**src/rtl/lcd1602_responder.sv**
```systemverilog
// HD44780-compatible LCD-side responder: decodes driver bus cycles, holds DDRAM/CGRAM/AC/mode state, models busy timing.
// Define LCD_READBACK_EN to serve status and memory reads back over the bus (rw=1); otherwise reads are ignored.
module lcd1602_responder #(
    parameter int unsigned CLK_HZ      = 50000000,
    parameter int unsigned BUSY_CYCLES = 2000,
    parameter int unsigned LONG_CYCLES = 82000,
    parameter int unsigned SYNC_STAGES = 2
) (
    input  logic       clk,
    input  logic       reset,
    input  logic       rs,
    input  logic       rw,
    input  logic       enable,
    input  logic [7:0] data,
    output logic [7:0] data_out,
    output logic       data_oe,
    output logic       busy,
    output logic       overrun,
    output logic [6:0] ac,
    output logic       ac_is_cgram,
    output logic       display_on,
    output logic       cursor_on,
    output logic       blink_on,
    output logic       two_line,
    output logic       eight_bit,
    output logic       font_5x10,
    output logic       entry_inc,
    output logic       entry_shift,
    output logic [5:0] shift_offset,
    input  logic [6:0] disp_rd_addr,
    output logic [7:0] disp_rd_data,
    input  logic [5:0] cg_rd_addr,
    output logic [7:0] cg_rd_data
);
    typedef enum logic [1:0] {IDLE, DECODE, CLEAR_FILL, BUSY_WAIT} state_t;
    localparam int unsigned CNT_MAX = (LONG_CYCLES > BUSY_CYCLES) ? LONG_CYCLES : BUSY_CYCLES;
    localparam int unsigned CNT_W   = $clog2(CNT_MAX + 1);

    state_t                 state_q, state_d;
    logic [SYNC_STAGES-1:0] en_sync_q, rs_sync_q, rw_sync_q;
    logic [7:0]             data_sync_q [SYNC_STAGES];
    logic                   en_prev_q;
    logic                   tx_rs_q, tx_rs_d;
    logic [7:0]             tx_data_q, tx_data_d;
    logic [6:0]             ac_q, ac_d;
    logic                   cg_q, cg_d, ovr_q, ovr_d;
    logic [5:0]             so_q, so_d;
    logic                   disp_q, disp_d, cur_q, cur_d, blink_q, blink_d;
    logic                   lines_q, lines_d, dl_q, dl_d, font_q, font_d, inc_q, inc_d, sh_q, sh_d;
    logic [CNT_W-1:0]       cnt_q, cnt_d;
    logic [6:0]             fill_q, fill_d;
    logic [7:0]             ddram_q [80];
    logic [7:0]             cgram_q [64];
    logic [7:0]             disp_rd_q, cg_rd_q;
    logic                   en_s, rs_s, rw_s, fall, wr_fall, accept;
    logic [7:0]             data_s;

    // HD44780 DDRAM address to linear index 0..79; out-of-range columns fold mod 40 within their row.
    function automatic logic [6:0] dd_index(input logic [6:0] addr);
        logic [5:0] low;
        low = (addr[5:0] >= 6'd40) ? addr[5:0] - 6'd40 : addr[5:0];
        return addr[6] ? {1'b0, low} + 7'd40 : {1'b0, low};
    endfunction

    function automatic logic [6:0] step_ac(input logic [6:0] a, input logic up, input logic cgram);
        if (cgram) return {1'b0, up ? a[5:0] + 6'd1 : a[5:0] - 6'd1};
        if (up) begin
            if (a == 7'h27) return 7'h40;
            if (a == 7'h67) return 7'h00;
            return a + 7'd1;
        end
        if (a == 7'h00) return 7'h67;
        if (a == 7'h40) return 7'h27;
        return a - 7'd1;
    endfunction

    function automatic logic [5:0] step_shift(input logic [5:0] s, input logic up);
        if (up) return (s >= 6'd39) ? 6'd0 : s + 6'd1;
        return (s == 6'd0) ? 6'd39 : s - 6'd1;
    endfunction

    assign en_s    = en_sync_q[SYNC_STAGES-1];
    assign rs_s    = rs_sync_q[SYNC_STAGES-1];
    assign rw_s    = rw_sync_q[SYNC_STAGES-1];
    assign data_s  = data_sync_q[SYNC_STAGES-1];
    assign fall    = en_prev_q & ~en_s;
    assign wr_fall = fall & ~rw_s;
    assign accept  = wr_fall & ~busy;

    always_ff @(posedge clk) begin
        if (reset) begin
            state_q   <= IDLE;
            en_sync_q <= '0;
            en_prev_q <= 1'b0;
            ac_q      <= '0;
            cg_q      <= 1'b0;
            ovr_q     <= 1'b0;
            so_q      <= '0;
            disp_q    <= 1'b0;
            cur_q     <= 1'b0;
            blink_q   <= 1'b0;
            lines_q   <= 1'b0;
            dl_q      <= 1'b1;
            font_q    <= 1'b0;
            inc_q     <= 1'b1;
            sh_q      <= 1'b0;
            cnt_q     <= '0;
            fill_q    <= '0;
        end else begin
            state_q      <= state_d;
            en_sync_q[0] <= enable;
            for (int i = 1; i < SYNC_STAGES; i++) en_sync_q[i] <= en_sync_q[i-1];
            en_prev_q    <= en_s;
            ac_q         <= ac_d;
            cg_q         <= cg_d;
            ovr_q        <= ovr_d;
            so_q         <= so_d;
            disp_q       <= disp_d;
            cur_q        <= cur_d;
            blink_q      <= blink_d;
            lines_q      <= lines_d;
            dl_q         <= dl_d;
            font_q       <= font_d;
            inc_q        <= inc_d;
            sh_q         <= sh_d;
            cnt_q        <= cnt_d;
            fill_q       <= fill_d;
        end
    end

    always_ff @(posedge clk) begin
        rs_sync_q[0]   <= rs;
        rw_sync_q[0]   <= rw;
        data_sync_q[0] <= data;
        for (int i = 1; i < SYNC_STAGES; i++) begin
            rs_sync_q[i]   <= rs_sync_q[i-1];
            rw_sync_q[i]   <= rw_sync_q[i-1];
            data_sync_q[i] <= data_sync_q[i-1];
        end
        tx_rs_q   <= tx_rs_d;
        tx_data_q <= tx_data_d;
        if (state_q == DECODE && tx_rs_q) begin
            if (cg_q) cgram_q[ac_q[5:0]] <= tx_data_q;
            else      ddram_q[dd_index(ac_q)] <= tx_data_q;
        end
        if (state_q == CLEAR_FILL) ddram_q[fill_q] <= 8'h20;
        disp_rd_q <= ddram_q[dd_index(disp_rd_addr)];
        cg_rd_q   <= cgram_q[cg_rd_addr];
    end

    // The last BUSY_WAIT cycle already reports not-busy, so a write landing there chains straight into DECODE.
    always_comb begin
        state_d = state_q;
        case (state_q)
            IDLE:       if (accept) state_d = DECODE;
            DECODE:     state_d = (!tx_rs_q && tx_data_q == 8'h01) ? CLEAR_FILL : BUSY_WAIT;
            CLEAR_FILL: if (fill_q == 7'd79) state_d = BUSY_WAIT;
            BUSY_WAIT:  if (cnt_q == '0) state_d = accept ? DECODE : IDLE;
            default:    state_d = IDLE;
        endcase
    end

    always_comb begin
        busy = (state_q != IDLE) && !(state_q == BUSY_WAIT && cnt_q == '0);
    end

    always_comb begin
        tx_rs_d   = tx_rs_q;
        tx_data_d = tx_data_q;
        ac_d      = ac_q;
        cg_d      = cg_q;
        ovr_d     = ovr_q | (wr_fall & busy);
        so_d      = so_q;
        disp_d    = disp_q;
        cur_d     = cur_q;
        blink_d   = blink_q;
        lines_d   = lines_q;
        dl_d      = dl_q;
        font_d    = font_q;
        inc_d     = inc_q;
        sh_d      = sh_q;
        cnt_d     = cnt_q;
        fill_d    = fill_q;
        if (accept) begin
            tx_rs_d   = rs_s;
            tx_data_d = data_s;
        end
        case (state_q)
            DECODE: begin
                cnt_d  = CNT_W'(BUSY_CYCLES - 1);
                fill_d = '0;
                if (tx_rs_q) begin
                    ac_d = step_ac(ac_q, inc_q, cg_q);
                    if (sh_q) so_d = step_shift(so_q, inc_q);
                end else begin
                    casez (tx_data_q)
                        8'b1???????: begin ac_d = tx_data_q[6:0]; cg_d = 1'b0; end
                        8'b01??????: begin ac_d = {1'b0, tx_data_q[5:0]}; cg_d = 1'b1; end
                        8'b001?????: begin dl_d = tx_data_q[4]; lines_d = tx_data_q[3]; font_d = tx_data_q[2]; end
                        8'b0001????: begin
                            if (tx_data_q[3]) so_d = step_shift(so_q, tx_data_q[2]);
                            else              ac_d = step_ac(ac_q, tx_data_q[2], cg_q);
                        end
                        8'b00001???: begin disp_d = tx_data_q[2]; cur_d = tx_data_q[1]; blink_d = tx_data_q[0]; end
                        8'b000001??: begin inc_d = tx_data_q[1]; sh_d = tx_data_q[0]; end
                        8'b0000001?: begin
                            ac_d  = '0;
                            cg_d  = 1'b0;
                            so_d  = '0;
                            cnt_d = CNT_W'(LONG_CYCLES - 1);
                        end
                        8'b00000001: begin ac_d = '0; cg_d = 1'b0; inc_d = 1'b1; so_d = '0; end
                        default: ;
                    endcase
                end
            end
            CLEAR_FILL: begin
                fill_d = fill_q + 7'd1;
                if (fill_q == 7'd79) cnt_d = CNT_W'(LONG_CYCLES - 1);
            end
            BUSY_WAIT: if (cnt_q != '0) cnt_d = cnt_q - 1'b1;
            default: ;
        endcase
`ifdef LCD_READBACK_EN
        if (fall && rw_s && rs_s && !busy) ac_d = step_ac(ac_q, inc_q, cg_q);
`endif
    end

`ifdef LCD_READBACK_EN
    logic [7:0] rd_mem, dout_q, dout_d;
    logic       doe_q, doe_d;
    assign rd_mem = cg_q ? cgram_q[ac_q[5:0]] : ddram_q[dd_index(ac_q)];
    always_comb begin
        doe_d  = en_s & rw_s;
        dout_d = '0;
        if (doe_d) dout_d = rs_s ? rd_mem : {busy, ac_q};
    end
    always_ff @(posedge clk) begin
        if (reset) begin
            dout_q <= '0;
            doe_q  <= 1'b0;
        end else begin
            dout_q <= dout_d;
            doe_q  <= doe_d;
        end
    end
    assign data_out = dout_q;
    assign data_oe  = doe_q;
`else
    assign data_out = '0;
    assign data_oe  = 1'b0;
`endif

    assign overrun      = ovr_q;
    assign ac           = ac_q;
    assign ac_is_cgram  = cg_q;
    assign display_on   = disp_q;
    assign cursor_on    = cur_q;
    assign blink_on     = blink_q;
    assign two_line     = lines_q;
    assign eight_bit    = dl_q;
    assign font_5x10    = font_q;
    assign entry_inc    = inc_q;
    assign entry_shift  = sh_q;
    assign shift_offset = so_q;
    assign disp_rd_data = disp_rd_q;
    assign cg_rd_data   = cg_rd_q;
endmodule

```
**config.mk**
```make
export PLATFORM = sky130hd
export DESIGN_NAME = lcd1602_responder
export DESIGN_NICKNAME = d
export VERILOG_FILES = /design/src/rtl/lcd1602_responder.sv
export SDC_FILE = /design/constraint.sdc
export NUM_CORES = 1
export LEC_CHECK = 0
export CORE_AREA = 2 2 355 357
export CTS_BUF_LIST = sky130_fd_sc_hd__clkbuf_4
export CTS_CLUSTER_DIAMETER = 40
export DETAILED_ROUTE_END_ITERATION = 7
export DIE_AREA = 0 0 357 359
export HOLD_SLACK_MARGIN = 0.03
export PLACE_DENSITY = 0.59
export SLEW_MARGIN = 20
export SYNTH_ARGS = -nofsm -noshare
export SYNTH_HDL_FRONTEND = slang
export SYNTH_SLANG_ARGS = --single-unit
```
**constraint.sdc**
```tcl
create_clock -name clk -period 5.9 [get_ports clk]
set_clock_uncertainty 0.1 [all_clocks]
set_input_delay 0.59 -clock clk [delete_from_list [all_inputs] [get_ports clk]]
set_output_delay 0.59 -clock clk [all_outputs]
set_load 0.01 [all_outputs]
```
==> results of run 1 <==
## synth_stat cells (21+ instances only)
library cell     n
clkbuf_1        55
inv_1           23
a22oi_1         38
mux2i_1         21
o21ai_0         37
mux4_2         335
nand3_1         21
nor2_1         223
a21oi_1         41
dfxtp_1         88
buf_2           49
nor3_1          24
edfxtp_1      1161
mux2_2          30
nand2_1         76
## final cells by class
type / instances / area [sq um] / area share, %
sequential: 1249 / 36600 / 65.4
multi-input combinational: 1095 / 12200 / 21.8
clock buffer: 454 / 3410 / 6.09
tap: 1650 / 2060 / 3.69
timing repair buffer: 116 / 1090 / 1.96
clock inverter: 100 / 459 / 0.821
inverter: 23 / 86.3 / 0.154
antenna: 4 / 10.0 / 0.0179
## kinds of logic (layout without fill, tap and decap cells)
| group | after synthesis | after routing | synth area share (%) |
|---|---|---|---|
| flops | 1249 | 1249 | 74.0 |
| simple gates | 456 | 456 | 4.33 |
| mux | 388 | 388 | 16.5 |
| compound gates | 203 | 203 | 2.79 |
| buf+inv | 155 | 693 | 1.49 |
| fa+ha+maj | 20 | 20 | 0.506 |
| xor+xnor | 19 | 19 | 0.374 |
| other cells | 1 | 13 | 0.00758 |
## sequential cells by signal (all words and copies together) (netlist names), 2 cells and up
| register | cells |
|---|---|
| ac | 7 |
| cg_rd_data | 8 |
| cgram_q | 512 |
| cnt_q | 17 |
| data_sync_q | 16 |
| ddram_q | 640 |
| disp_rd_data | 8 |
| en_sync_q | 2 |
| fill_q | 7 |
| rs_sync_q | 2 |
| rw_sync_q | 2 |
| shift_offset | 6 |
| state_q | 2 |
| tx_data_q | 8 |
## per-layer routing
metal	track usage (%)	wire [microns]
met2	30.1	59500
met4	6.72	2750
met3	4.10	8140
met5	0	0
met1	24.3	47700
## stage by stage
stage	hold WS [ns]	utilization (%)	total power [uW]	worst slack, ns	cell area (sq um)
2_1_floorplan	0.210	-	11300	1.73	49500
3_3_place_gp	0.213	41.7	12000	1.79	51900
3_5_place_dp	0.212	41.7	12000	1.68	51900
4_1_cts	0.0813	44.9	19100	1.63	55900
5_1_grt	0.154	44.9	19700	1.31	56000
6_report	0.220	44.9	18900	1.64	56000
## final timing paths
path,from,end,depth (start not counted),slack [ns]
setup / recovery,ac[4],ddram_q[18][6],10,1.64
hold / removal,data_sync_q[0][0],data_sync_q[1][0],0,0.22
setup reg to reg,ac[4],ddram_q[18][6],10,1.64
hold reg to reg,data_sync_q[0][0],data_sync_q[1][0],0,0.22
## layout by cell type (no fill, tap or decap), types with 17 or more instances in the layout
master	instances
buf_4	36
o21ai_0	37
nand3_1	21
mux2i_1	21
dfxtp_1	88
mux4_2	335
inv_1	23
a22oi_1	38
clkinv_2	18
mux2_2	30
edfxtp_1	1161
a21oi_1	41
clkdlybuf4s50_1	57
clkbuf_4	454
clkinv_1	70
nor3_1	24
nand2_1	75
nand2b_1	17
ha_1	20
nor2_1	219
## power by group
part / total [uW] / switching, uW / leakage (uW) / internal [uW]
combinational: 1860 / 1160 / 0.00431 / 696
sequential: 9970 / 143 / 0.0112 / 9830
clock: 7030 / 3390 / 0.00234 / 3640
total: 18900 / 4700 / 0.0178 / 14200
==> summary.md, run 1 <==
| Metric | Value |
|---|---|
| CTS hold repair buffers | `12` |
| Row count | `130` |
| Outcome | `finished, final reports clean` |
| Largest delay share family, worst path | `simple AND/OR/NAND/NOR gates` |
| Non-Filler Instances | `4691` |
| Synth async-reset ratio | `0%` |
| Die area | `about 130000 sq um` |
| Distinct cells, synth | `77` |
| Max-cap violations | `0` |
| Slowest cell on crit path | `nor2_1` |
| Flops & latches, synth | `1249` |
| Area leader, netlist | `edfxtp_1` |
| Pin count of the biggest net entering global routing | `around 80` |
| GR Overflow Total | `0` |
| CTS H-tree lvls | `5` |
| Clock Latency Late Sink | `roughly 1.2 ns` |
| Synth warn | `0` |
| Post-synthesis sequential area ratio | `74.0%` |
| Iteration-0 DRC Markers | `3086` |
| Layout area overhead | `13.1%` |
| Crit Path Max Fanout | `16` |
| Io pins | `75` |
| RePlAce Congestion | `0.870` |
| Final setup fails | `0` |
| Vias in the first global route | `27100` |
| TritonCTS clock tree | `built` |
| Crit path capture type | `flip-flop` |
| Initial Utilization | `39.7%` |
| Worst Hold Class | `flip-flop to flip-flop` |
| Critical-path cell list | `inv_1, ha_1, and2_1, nor2_1, ha_1, nor2b_1, xnor2_1, o31ai_1, nand2_1, nor2_1` |
| Number of port buffers | `65` |
| CP Buf/Inv Count | `1` |
| Num CTS Buffers | `330` |
| Synth Flop Type | `edfxtp_1` |
| Mapped cell area | `49500 sq um` |
| Post-CTS sizing | `0` |
| Crit path required time | `between 6 and 7 ns` |
| Remaining antenna violation count after routing | `0` |
| Register clock-pin slew on the reported worst setup and hold paths | `0.07 ns` |
| Fillers | `roughly 11000` |
| Die width | `between 300 and 400 microns` |
| Post-synthesis cell count | `2491` |
| Max Freq | `0.235 GHz` |
| Crit path largest cell delay | `0.69 ns` |
| Die height | `359 microns` |
| GRT Overall Usage | `18.4%` |
| Syn_area_per_cell | `19.9 sq um` |
| # clock sinks | `1249` |
| CTS root buf | `clkbuf_4` |
| Synth area leaders | `edfxtp_1 70%, mux4_2 15%, dfxtp_1 3.6%, nor2_1 1.7%, mux2_2 0.68%` |
| Final nets | `2861` |
| Avg WL per Cell | `25.2 microns` |
| Total Routed Length | `~120000 microns` |
| Critical Path Start Type | `flip-flop` |
| First-pass DRT Iterations | `6` |
| Max_slew headroom | `25.0%` |
| Setup CP Type | `flip-flop to flip-flop` |
| Worst VDD drop | `0.200 mV` |
| Fin crit period | `between 4 and 5 ns` |
| Crit path DAT | `between 4 and 5 ns` |
| Setup TNS | `0 ns` |
| Power Density | `337 nW/um^2` |
| Vias/cell | `5.53` |
| First-pass GRT wire length | `175000 microns` |
| Initial antenna violation count | `2` |
| Vias | `26000` |
| Hold Violations, Final | `0` |
| Clk buf depth | `4` |
| Slew @ Worst Pin | `1.12 ns` |
| Placed Cells incl. Taps | `4118` |
| Leakage | `0.0178 uW` |
| Hpwl dp | `between 70000 and 80000 microns` |
| RSZ-0062 raised after global routing | `false` |
| Post-synth top area share | `70.5%` |
| Post-CTS Setup Bufs | `0` |
| DRC Markers | `0` |
| EDFF count, synth | `1161` |
| Core area | `125000 sq um` |
| Layout cells sized above 1 | `30.4%` |
| Final cycle utilization of the critical path | `~72%` |
| Pins Over Slew Limit | `0` |
No activity file was read; power rests on OpenSTA's default activity.
==> run 2: changes to the inputs <==
Clock period 5.9 ns to 4.3 ns, I/O delays scaled along.
==> summary.md, run 2 (synthesis gave the netlist of run 1 again) <==
| Metric | Value |
|---|---|
| Outcome | `finished, final reports clean` |
| Critical Path Start Type | `flip-flop` |
| Power consumption | `26000 uW (+38%)` |
| Crit path DAT | `3.32 ns (-1.55 ns)` |
| Initial antenna violation count | `2 (unchanged)` |
| First-pass GRT wire length | `172000 microns (-1.5%)` |
| Remaining antenna violation count after routing | `0 (unchanged)` |
| Avg WL per Cell | `24.3 microns (-3.4%)` |
| Die area | `128000 sq um (unchanged)` |
| Pins Over Slew Limit | `0 (unchanged)` |
| Slew @ Worst Pin | `1.03 ns (-0.0904 ns)` |
| Total Routed Length | `116000 microns (-1.9%)` |
| Hold Violations, Final | `0 (unchanged)` |
| Clk buf depth | `4 (unchanged)` |
| Power Density | `458 nW/um^2 (+36%)` |
| Crit path largest cell delay | `0.61 ns (-0.08 ns)` |
| Slowest cell on crit path | `nor4_1` |
| Reg2reg end | `ddram_q[32][3]` |
| Pin count of the biggest net entering global routing | `81 (unchanged)` |
| Most common cell after layout, fill and taps aside | `edfxtp_1` |
| CTS root buf | `clkbuf_4` |
| Hpwl dp | `72000 microns (+2.3%)` |
| Max_slew headroom | `31.0% (+6.0 points)` |
| R2r startpoint | `ac[4]` |
| Vias/cell | `5.44 (-1.7%)` |
| Fillers | `10700 (+0.0094%)` |
| CTS H-tree lvls | `5 (unchanged)` |
| GRT Overall Usage | `18.1% (-0.31 points)` |
| CP startpoint | `cnt_q[4]` |
| Max-cap violations | `0 (unchanged)` |
| TritonCTS clock tree | `built` |
| Reg2Reg Setup Slack | `0.52 ns (-1.12 ns)` |
| Vias in the first global route | `27200 (+0.58%)` |
| Final setup fails | `0 (unchanged)` |
| Leakage | `0.0183 uW (+2.6%)` |
| First-pass DRT Iterations | `5 (-1)` |
| Io pins | `75 (unchanged)` |
| # clock sinks | `1249 (unchanged)` |
| Max Freq | `0.260 GHz` |
| Crit path capture type | `output port` |
| Final cycle utilization of the critical path | `89.5%` |
| RePlAce Congestion | `0.870 (about the same)` |
| Crit path required time | `3.77 ns (-2.74 ns)` |
| GR Overflow Total | `0 (unchanged)` |
| Crit Path Max Fanout | `5 (-11)` |
| Num CTS Buffers | `333 (+0.91%)` |
| Setup TNS | `0 ns (unchanged)` |
| Initial Utilization | `39.7% (unchanged)` |
| Iteration-0 DRC Markers | `2261 (-27%)` |
| Number of port buffers | `65 (unchanged)` |
| Die height | `359 microns (unchanged)` |
| Critical path capture point | `busy` |
| Worst Hold Class | `input port to flip-flop` |
| Setup CP Type | `flip-flop to output port` |
| Worst Reg-to-Reg Cells | `11 (+1)` |
| Max FFs per register | `640 (unchanged)` |
| Layout area overhead | `14.7%` |
| Final nets | `2955 (+3.3%)` |
| Core Util, Final | `45.5% (+0.62 points)` |
| Largest Register | `ddram_q` |
| Worst VDD drop | `0.284 mV (+42%)` |
| Clock Latency Late Sink | `1.26 ns (+0.10 ns)` |
| Fin crit period | `3.85 ns` |
| Vias | `25900 (-0.14%)` |
| Commonest non-fill, non-tap cells in the layout | `1161 x edfxtp_1, 466 x clkbuf_4, 335 x mux4_2` |
| Row count | `130 (unchanged)` |
| RSZ-0062 raised after global routing | `false` |
| Register clock-pin slew on the reported worst setup and hold paths | `0.07 ns (about the same)` |
| Die width | `357 microns (unchanged)` |
| Post-CTS sizing | `0 (unchanged)` |
| Critical-path cell list | `nor4_1, and3_1, a41oi_1, clkdlybuf4s50_1` |
| DRC Markers | `0 (unchanged)` |
| Core area | `125000 sq um (unchanged)` |
| Layout cells sized above 1 | `32.4% (+2.0 points)` |
==> run 2: changes by cell type in the layout (fill, tap and decap cells not counted), sizes merged <==
cell,delta
clkbuf,+12
dlygate4sd3,+8
bufinv,+1
inv,-6
clkinvlp,-1
buf,+82
diode,+3
clkdlybuf4s50,+1
clkinv,-26
==> run 2: metal layers <==
metal  track usage (%)  up-vias  part of all wire, %
met4              5.46        0                  2.0
met2              30.3      933                   51
met5                 0        -                    0
met3              4.36      166                  6.1
met1              23.4    13600                   40
li1                  -    11200                    -
==> run 2: layout make-up <==
class,instances,area (sq um),area share (%)
Antenna cell,7,17.5,0.0309
Tap cell,1650,2060,3.64
Clock buffer,466,3500,6.17
Clock inverter,68,354,0.624
Timing Repair Buffer,207,1880,3.31
Multi-Input combinational cell,1095,12200,21.5
Inverter,23,86.3,0.152
Sequential cell,1249,36600,64.6
==> run 2: power by group <==
group | switching [uW] | internal [uW] | leakage, uW
combinational | 1580 | 1000 | 0.00480
clock | 4620 | 5120 | 0.00232
sequential | 170 | 13500 | 0.0112
total | 6370 | 19600 | 0.0183
==> run 2: what timing repair did <==
action | CTS | global route
hold buffers | 21 | 0
buffers inserted | 0 | 0
endpoints found under the hold margin | 67 | 0
==> run 2: stage by stage <==
stage / cell area (sq um) / hold WS [ns] / instances / setup WS (ns)
finish: 56700 / 0.159 / 4765 / 0.452
global route: 56700 / 0.0256 / 4765 / 0.182
CTS: 56700 / 0.0310 / 4758 / 0.311
detailed placement: 52600 / 0.212 / 4203 / 0.357
global placement: 52600 / 0.216 / 4203 / 0.578
floorplan: 49500 / 0.210 / 2499 / 0.134
==> run 2: how the worst min path moves through the flow <==
stage	start	end	slack (ns)	cells past startpoint
finish	disp_rd_addr[1]	disp_rd_data[6]	0.16	5
global route	rs	rs_sync_q[0]	0.03	2
CTS	rs	rs_sync_q[0]	0.03	2
detailed placement	data_sync_q[0][1]	data_sync_q[1][1]	0.21	0
global placement	data_sync_q[0][7]	data_sync_q[1][7]	0.22	0
floorplan	data_sync_q[0][0]	data_sync_q[1][0]	0.21	0
==> run 2: worst max-delay path, delay by kind of cell (launching register included) <==
| family | cells | cell delay (ns) |
|---|---|---|
| buffers and inverters | 1 | 0.60 |
| AO/OA/AOI/OAI | 1 | 0.28 |
| AND/OR/NAND/NOR | 2 | 0.94 |
| flip-flops | 1 | 0.35 |
